### src/rtl/sat_pack.sv
// Saturating 8-bit -> 2-bit narrower that packs LANES fields per word behind a valid/ready output register.
// Optional clipping is enabled by defining SAT_PACK_SAT_EN; otherwise fields are plain truncations.
module sat_pack #(
    parameter int unsigned LANES = 4
) (
    input  logic               Clk,
    input  logic               Clear_n,
    input  logic [7:0]         in,
    input  logic               in_valid,
    output logic               in_ready,
    input  logic               flush,
    output logic [2*LANES-1:0] out,
    output logic [3:0]         out_cnt,
    output logic               out_sat,
    output logic               out_valid,
    input  logic               out_ready
);
    localparam int unsigned W    = 2 * LANES;
    localparam logic [3:0]  LAST = 4'(LANES - 1);
    localparam logic [3:0]  FULL = 4'(LANES);

    logic [W-1:0] acc_q, acc_d, acc_m;
    logic [3:0]   fill_q, fill_d, fill_m;
    logic         pend_q, pend_d;
    logic [W-1:0] out_q, out_d;
    logic [3:0]   cnt_q, cnt_d;
    logic         vld_q, vld_d;
    logic [1:0]   field;
    logic         free, accept, flush_req, emit;

`ifdef SAT_PACK_SAT_EN
    logic clip_now, clip_q, clip_d, clip_m, sat_q, sat_d;

    always_comb begin
        field    = in[1:0];
        clip_now = 1'b0;
        if ($signed(in) > 8'sd1) begin
            field    = 2'b01;
            clip_now = 1'b1;
        end else if ($signed(in) < -8'sd2) begin
            field    = 2'b10;
            clip_now = 1'b1;
        end
    end
`else
    assign field = in[1:0];
`endif

    assign free     = !vld_q || out_ready;
    // Last lane can only be taken when the finished word has somewhere to go.
    assign in_ready = Clear_n && !pend_q && ((fill_q < LAST) || free);
    assign accept   = in_valid && in_ready;

    always_comb begin
        acc_m  = acc_q;
        fill_m = fill_q;
        if (accept) begin
            for (int unsigned k = 0; k < LANES; k++) begin
                if (fill_q == 4'(k)) acc_m[2*k +: 2] = field;
            end
            fill_m = fill_q + 4'd1;
        end
    end

    always_comb begin
        acc_d     = acc_m;
        fill_d    = fill_m;
        pend_d    = pend_q;
        out_d     = out_q;
        cnt_d     = cnt_q;
        vld_d     = vld_q && !out_ready;
        emit      = 1'b0;
        flush_req = pend_q || (flush && (fill_m != 4'd0));
        if (fill_m == FULL) begin
            emit = 1'b1;
        end else if (flush_req && free) begin
            emit = 1'b1;
        end else if (flush_req) begin
            pend_d = 1'b1;
        end
        if (emit) begin
            out_d  = acc_m;
            cnt_d  = fill_m;
            vld_d  = 1'b1;
            acc_d  = '0;
            fill_d = '0;
            pend_d = 1'b0;
        end
    end

`ifdef SAT_PACK_SAT_EN
    always_comb begin
        clip_m = clip_q || (accept && clip_now);
        clip_d = emit ? 1'b0 : clip_m;
        sat_d  = emit ? clip_m : sat_q;
    end

    always_ff @(posedge Clk or negedge Clear_n) begin
        if (!Clear_n) begin
            clip_q <= 1'b0;
            sat_q  <= 1'b0;
        end else begin
            clip_q <= clip_d;
            sat_q  <= sat_d;
        end
    end

    assign out_sat = sat_q;
`else
    assign out_sat = 1'b0;
`endif

    always_ff @(posedge Clk or negedge Clear_n) begin
        if (!Clear_n) begin
            acc_q  <= '0;
            fill_q <= '0;
            pend_q <= 1'b0;
            out_q  <= '0;
            cnt_q  <= '0;
            vld_q  <= 1'b0;
        end else begin
            acc_q  <= acc_d;
            fill_q <= fill_d;
            pend_q <= pend_d;
            out_q  <= out_d;
            cnt_q  <= cnt_d;
            vld_q  <= vld_d;
        end
    end

    assign out       = out_q;
    assign out_cnt   = cnt_q;
    assign out_valid = vld_q;
endmodule

### config.mk
export PLATFORM = sky130hd
export DESIGN_NAME = sat_pack
export DESIGN_NICKNAME = d
export VERILOG_FILES = /design/src/rtl/sat_pack.sv
export SDC_FILE = /design/constraint.sdc
export NUM_CORES = 1
export LEC_CHECK = 0
export ABC_CLOCK_PERIOD_IN_PS = 5440
export CAP_MARGIN = 0
export CORE_MARGIN = 8
export CORE_UTILIZATION = 45
export DETAILED_ROUTE_END_ITERATION = 10
export PLACE_DENSITY = 0.83
export SLEW_MARGIN = 20
export SYNTH_ARGS = -nofsm -noshare
export SYNTH_HDL_FRONTEND = slang
export SYNTH_SLANG_ARGS = --single-unit
### constraint.sdc
create_clock -name Clk -period 5.44 [get_ports Clk]
set_input_delay 1.088 -clock Clk [delete_from_list [all_inputs] [get_ports Clk]]
set_output_delay 1.088 -clock Clk [all_outputs]
set_load 0.01 [all_outputs]
# After elaboration in Yosys (flattened, before gate mapping)
# Cells that the tools add are included.
[word_totals]
in_bits = 13
output_inout_bits = 15
elab_cells = 45
regBits = 26
[op_classes]
reduce_logical = 16
n_mux = 15
n_addsub = 1
n_eq_ne = 6
n_lt_le_gt_ge = 1
[ops]
columns = ["cell", "count"]
rows = [
  ["two-way mux 8 bit", 2],
  ["equality test 4 x 2 -> 1 bit (second input constant)", 2],
  ["two-way mux 2 bit", 4],
  ["two-way mux 4 bit", 2],
  ["two-way mux 1 bit", 7],
  ["logical AND 1 bit", 6],
  ["adder 4 x 1 -> 4 bit (second input constant)", 1],
  ["equality test 4 x 1 -> 1 bit (second input constant)", 1],
  ["equality test 4 x 3 -> 1 bit (second input constant)", 1],
  ["zero test 4 bit", 1],
  ["< comparator 4 x 2 -> 1 bit (second input constant)", 1],
  ["inequality test 2 bit (second input constant)", 2],
  ["nonzero test 4 bit", 1],
  ["zero test 1 bit", 3],
  ["logical OR 1 bit", 3],
  ["AND reduction 3 bit", 1],
  ["nonzero test 2 bit", 1],
]

# Depth between registers and ports, before layout
[logic_depth]
depth_word = 14
mapped_depth = 10
depth_no_buf = 8

# Worst setup path before layout
# OpenSTA, ideal clock, no wires.
[synth_timing]
path_kind = "input port to output port"
startpoint = "input port out_ready"
endpoint = "output port in_ready"
n_path_buf = 1
arrival_time_ns = 1.871
path_slack_ns = 2.481
cell_stages = 4
path_cell_list = "nand2b_1 clkbuf_1 nor2_1 nor3b_1"
[synth_via]
elab_chain_len = 3
[synth_rtl]
columns = ["item", "line_no", "text"]
rows = [
  ["start: declaration", "16", "input logic out_ready"],
  ["logical OR 1 bit", "49", "assign free = !vld_q || out_ready;"],
  ["logical OR 1 bit", "51", "assign in_ready = Clear_n && !pend_q && ((fill_q < LAST) || free);"],
  ["logical AND 1 bit", "51", ""],
  ["end: declaration", "10", "output logic in_ready,"],
]
# No other way between the ends.

# Worst setup path in the final report
# Ends and elaborated chain as after synthesis.

==> results.json <==
{
  "clk-insertion-delay-late_ns": 0.32,
  "startpoint_type": "input port",
  "cts.clk_slew.worst_paths_ns": 0.14,
  "rr_startpoint": "fill_q[0]$_DFF_PN0_",
  "finalCritPeriodShare_pct": 71.79,
  "critical_path.top_delay_family": "buffers and inverters",
  "fillCellCount": 266,
  "setup_viol_count_final": 0,
  "startpoint": "out_ready",
  "fin_skew_ns": 0.007872,
  "wl_per_cell_um": 14.71,
  "reg2reg_to": "out_cnt[2]$_DFFE_PN0P_",
  "worstPathCellList": "clkdlybuf4s50_1 > nand2b_1 > nor2_1 > nor3b_1 > clkdlybuf4s50_1",
  "yosysTopAreaCell": "dfrtp_1",
  "synth_area_leaders": "dfrtp_1, mux2i_1, inv_1",
  "min_path_type": "flop to flop",
  "io_buffers": 20,
  "synth.cell_area_um2": 1365,
  "clock_path_buffers": 2,
  "use_met2_pct": 19.67,
  "synth_cell_types": 35,
  "num_vias": 990,
  "slew-limit-headroom_pct": 37.24,
  "vdd_ir_drop_max_mv": 0.3082,
  "cts_tree": "built",
  "drive_above_1_share_pct": 6.803,
  "drt_first_pass_iters": 4,
  "cts.sinks": 26,
  "seq_area_frac_synth_pct": 47.66,
  "path_class": "input port to output port",
  "antenna_found_initial": 0,
  "crit_cells": 5,
  "max_freq_mhz": 256.1,
  "p_leak_nw": 0.7720,
  "avgViaCountPerCell": 5.500,
  "crit_top_cell": "clkdlybuf4s50_1",
  "synthArstFlopShare_pct": 100.0,
  "wl_um": 2648,
  "nets": 165,
  "stdcell_count": 180,
  "finalInstanceArea_um2": 1602,
  "slowest_stage": "clkdlybuf4s50_1",
  "cellPowerDensity_nw_per_um2": 454.3,
  "ys_ff_latch": 26,
  "synth_common_cells": "dfrtp_1, mux2i_1, inv_1, nor2_1, nand2_1",
  "remaining_drc_errors": 0,
  "syn_inst": 129,
  "cts_hold_buf": 0,
  "drv_cap": 0,
  "synth_enable_flop_cells": 0,
  "grt_first_pass_wirelength_um": 4740,
  "cts_htree_levels": 1,
  "status": "finished clean",
  "synth.top_cell.area_share_pct": 47.66,
  "die_w_um": 71.08,
  "syn2layout_area_growth_pct": 17.32,
  "place.gp.congestion": 0.9114,
  "synth_most_common_cell": "dfrtp_1",
  "grt_setup_unrepaired": "false",
  "num_antenna_cells": 0,
  "cts-root-buf": "clkbuf_4",
  "die_area_um2": 5052,
  "regToRegSetupSlack_ns": 2.52,
  "dp.cells": 176,
  "cts_buffers": 3,
  "die_h_um": 71.08,
  "fin_crit_ns": 3.905,
  "grt-busiest-layer": "met2",
  "grt_usage_pct": 11.34,
  "rows": 20,
  "slowest_delay_ns": 0.57,
  "ant_nets": 0,
  "worstSetupEndpointType": "output port",
  "grt_pass1_vias": 1058,
  "endpoint": "in_ready",
  "cts_resized": 0,
  "hpwlAfterDp_um": 1924,
  "drt_iter0_markers": 96,
  "cp_max_fo": 9,
  "ys.flop_type": "dfrtp_1",
  "core_area_um2": 2978,
  "grt_max_degree": 25,
  "yosys_warnings": 0,
  "initial_core_util_pct": 45.84,
  "worstMarginPinSlew_ns": 0.9415,
  "avgSynthCellArea_um2": 10.58,
  "postPlaceCellArea_um2": 1549,
  "worstPathRequired_ns": 4.35,
  "pin_count": 28,
  "cp_num_buf_inv": 2,
  "post-cts-setup-buffers": 0,
  "gr-total-overflow": 0,
  "reg2reg_depth": 7,
  "drv_slew": 0,
  "use_met1_pct": 12.57,
  "hold_viol": 0,
  "synth_nets": 146,
  "setup_tns_ns": 0,
  "grtUsageMet3_pct": 4.661,
  "cp.arrival_ns": 2.82
}
==> final cells by class <==
type,count,area (um^2),share of cell area [%]
Timing Repair Buffer,21,207.7,12.97
Sequential cell,26,650.6,40.62
Multi-Input combinational cell,82,596.8,37.27
Clock buffer,3,22.52,1.406
Tap cell,33,41.29,2.578
Inverter,14,52.55,3.281
Clock inverter,1,30.03,1.875
==> logic make-up (layout without fill, tap and decap cells) <==
| logic type | Yosys count | count (layout) | share of synthesized area (%) |
|---|---|---|---|
| muxes | 21 | 21 | 15.76 |
| buffers and inverters | 21 | 39 | 8.615 |
| adders and majority gates | 4 | 4 | 3.667 |
| xor gates and xnor gates | 4 | 4 | 2.567 |
| DFF | 26 | 26 | 47.66 |
| and+or+nand+nor | 35 | 35 | 12.28 |
| AOI/OAI and AO/OA | 17 | 17 | 9.166 |
| other | 1 | 1 | 0.2747 |
==> registers in the layout, indices dropped and copies added (netlist names) <==
register,flops
out,8
fill_q,4
acc_q,8
out_cnt,4
out_valid,1
pend_q,1
==> worst min path at each step <==
stage,startpoint,slack [ns],endpoint,cells past startpoint
4_1_cts,out_cnt[3]$_DFFE_PN0P_,0.54,out_cnt[3]$_DFFE_PN0P_,2
3_3_place_gp,out_cnt[2]$_DFFE_PN0P_,0.50,out_cnt[2]$_DFFE_PN0P_,1
3_5_place_dp,out_cnt[2]$_DFFE_PN0P_,0.50,out_cnt[2]$_DFFE_PN0P_,1
2_1_floorplan,acc_q[0]$_DFF_PN0_,0.48,acc_q[0]$_DFF_PN0_,2
6_report,out_cnt[2]$_DFFE_PN0P_,0.53,out_cnt[2]$_DFFE_PN0P_,1
5_1_grt,out_cnt[2]$_DFFE_PN0P_,0.55,out_cnt[2]$_DFFE_PN0P_,1
==> layer usage <==
metal	up-vias	wire length, um	share of wire (%)
met4	0	42	1.6
met3	6	207	7.8
met5	-	0	0
met2	43	1258	48
met1	476	1139	43
li1	465	-	-
==> cells in the final DEF (no fill, tap or decap), types with 2 or more instances in the layout <==
cell,Yosys,routed
nor3_1,3,3
clkdlybuf4s50_1,0,20
o21ai_0,2,2
nand3_1,2,2
a21oi_1,4,4
ha_1,4,4
nor2_1,14,14
nand2_1,8,8
xnor2_1,3,3
mux2i_1,20,20
inv_1,14,14
dfrtp_1,26,26
clkbuf_4,0,3
nand2b_1,2,2
a21o_1,2,2
o21ai_2,2,2
==> power breakdown <==
group          leakage [nW]  internal (W)  switching [W]
registers             0.352      0.000242      0.0000382
clock network        0.0279     0.0000745      0.0000581
logic                 0.392      0.000148       0.000167
total                 0.772      0.000464       0.000264
==> stage by stage <==
stage / util [%] / power, W / worst slack, ns / hold WS [ns]
2_1_floorplan: - / 0.0005116 / 2.481 / 0.4842
3_3_place_gp: 52.02 / 0.0005812 / 1.488 / 0.4990
3_5_place_dp: 52.02 / 0.0005962 / 1.373 / 0.5046
4_1_cts: 53.78 / 0.0007339 / 1.538 / 0.5379
5_1_grt: 53.78 / 0.0007812 / 1.381 / 0.5451
6_report: 53.78 / 0.0007276 / 1.535 / 0.5320
Note: power is estimated with default switching activity, not from simulation.
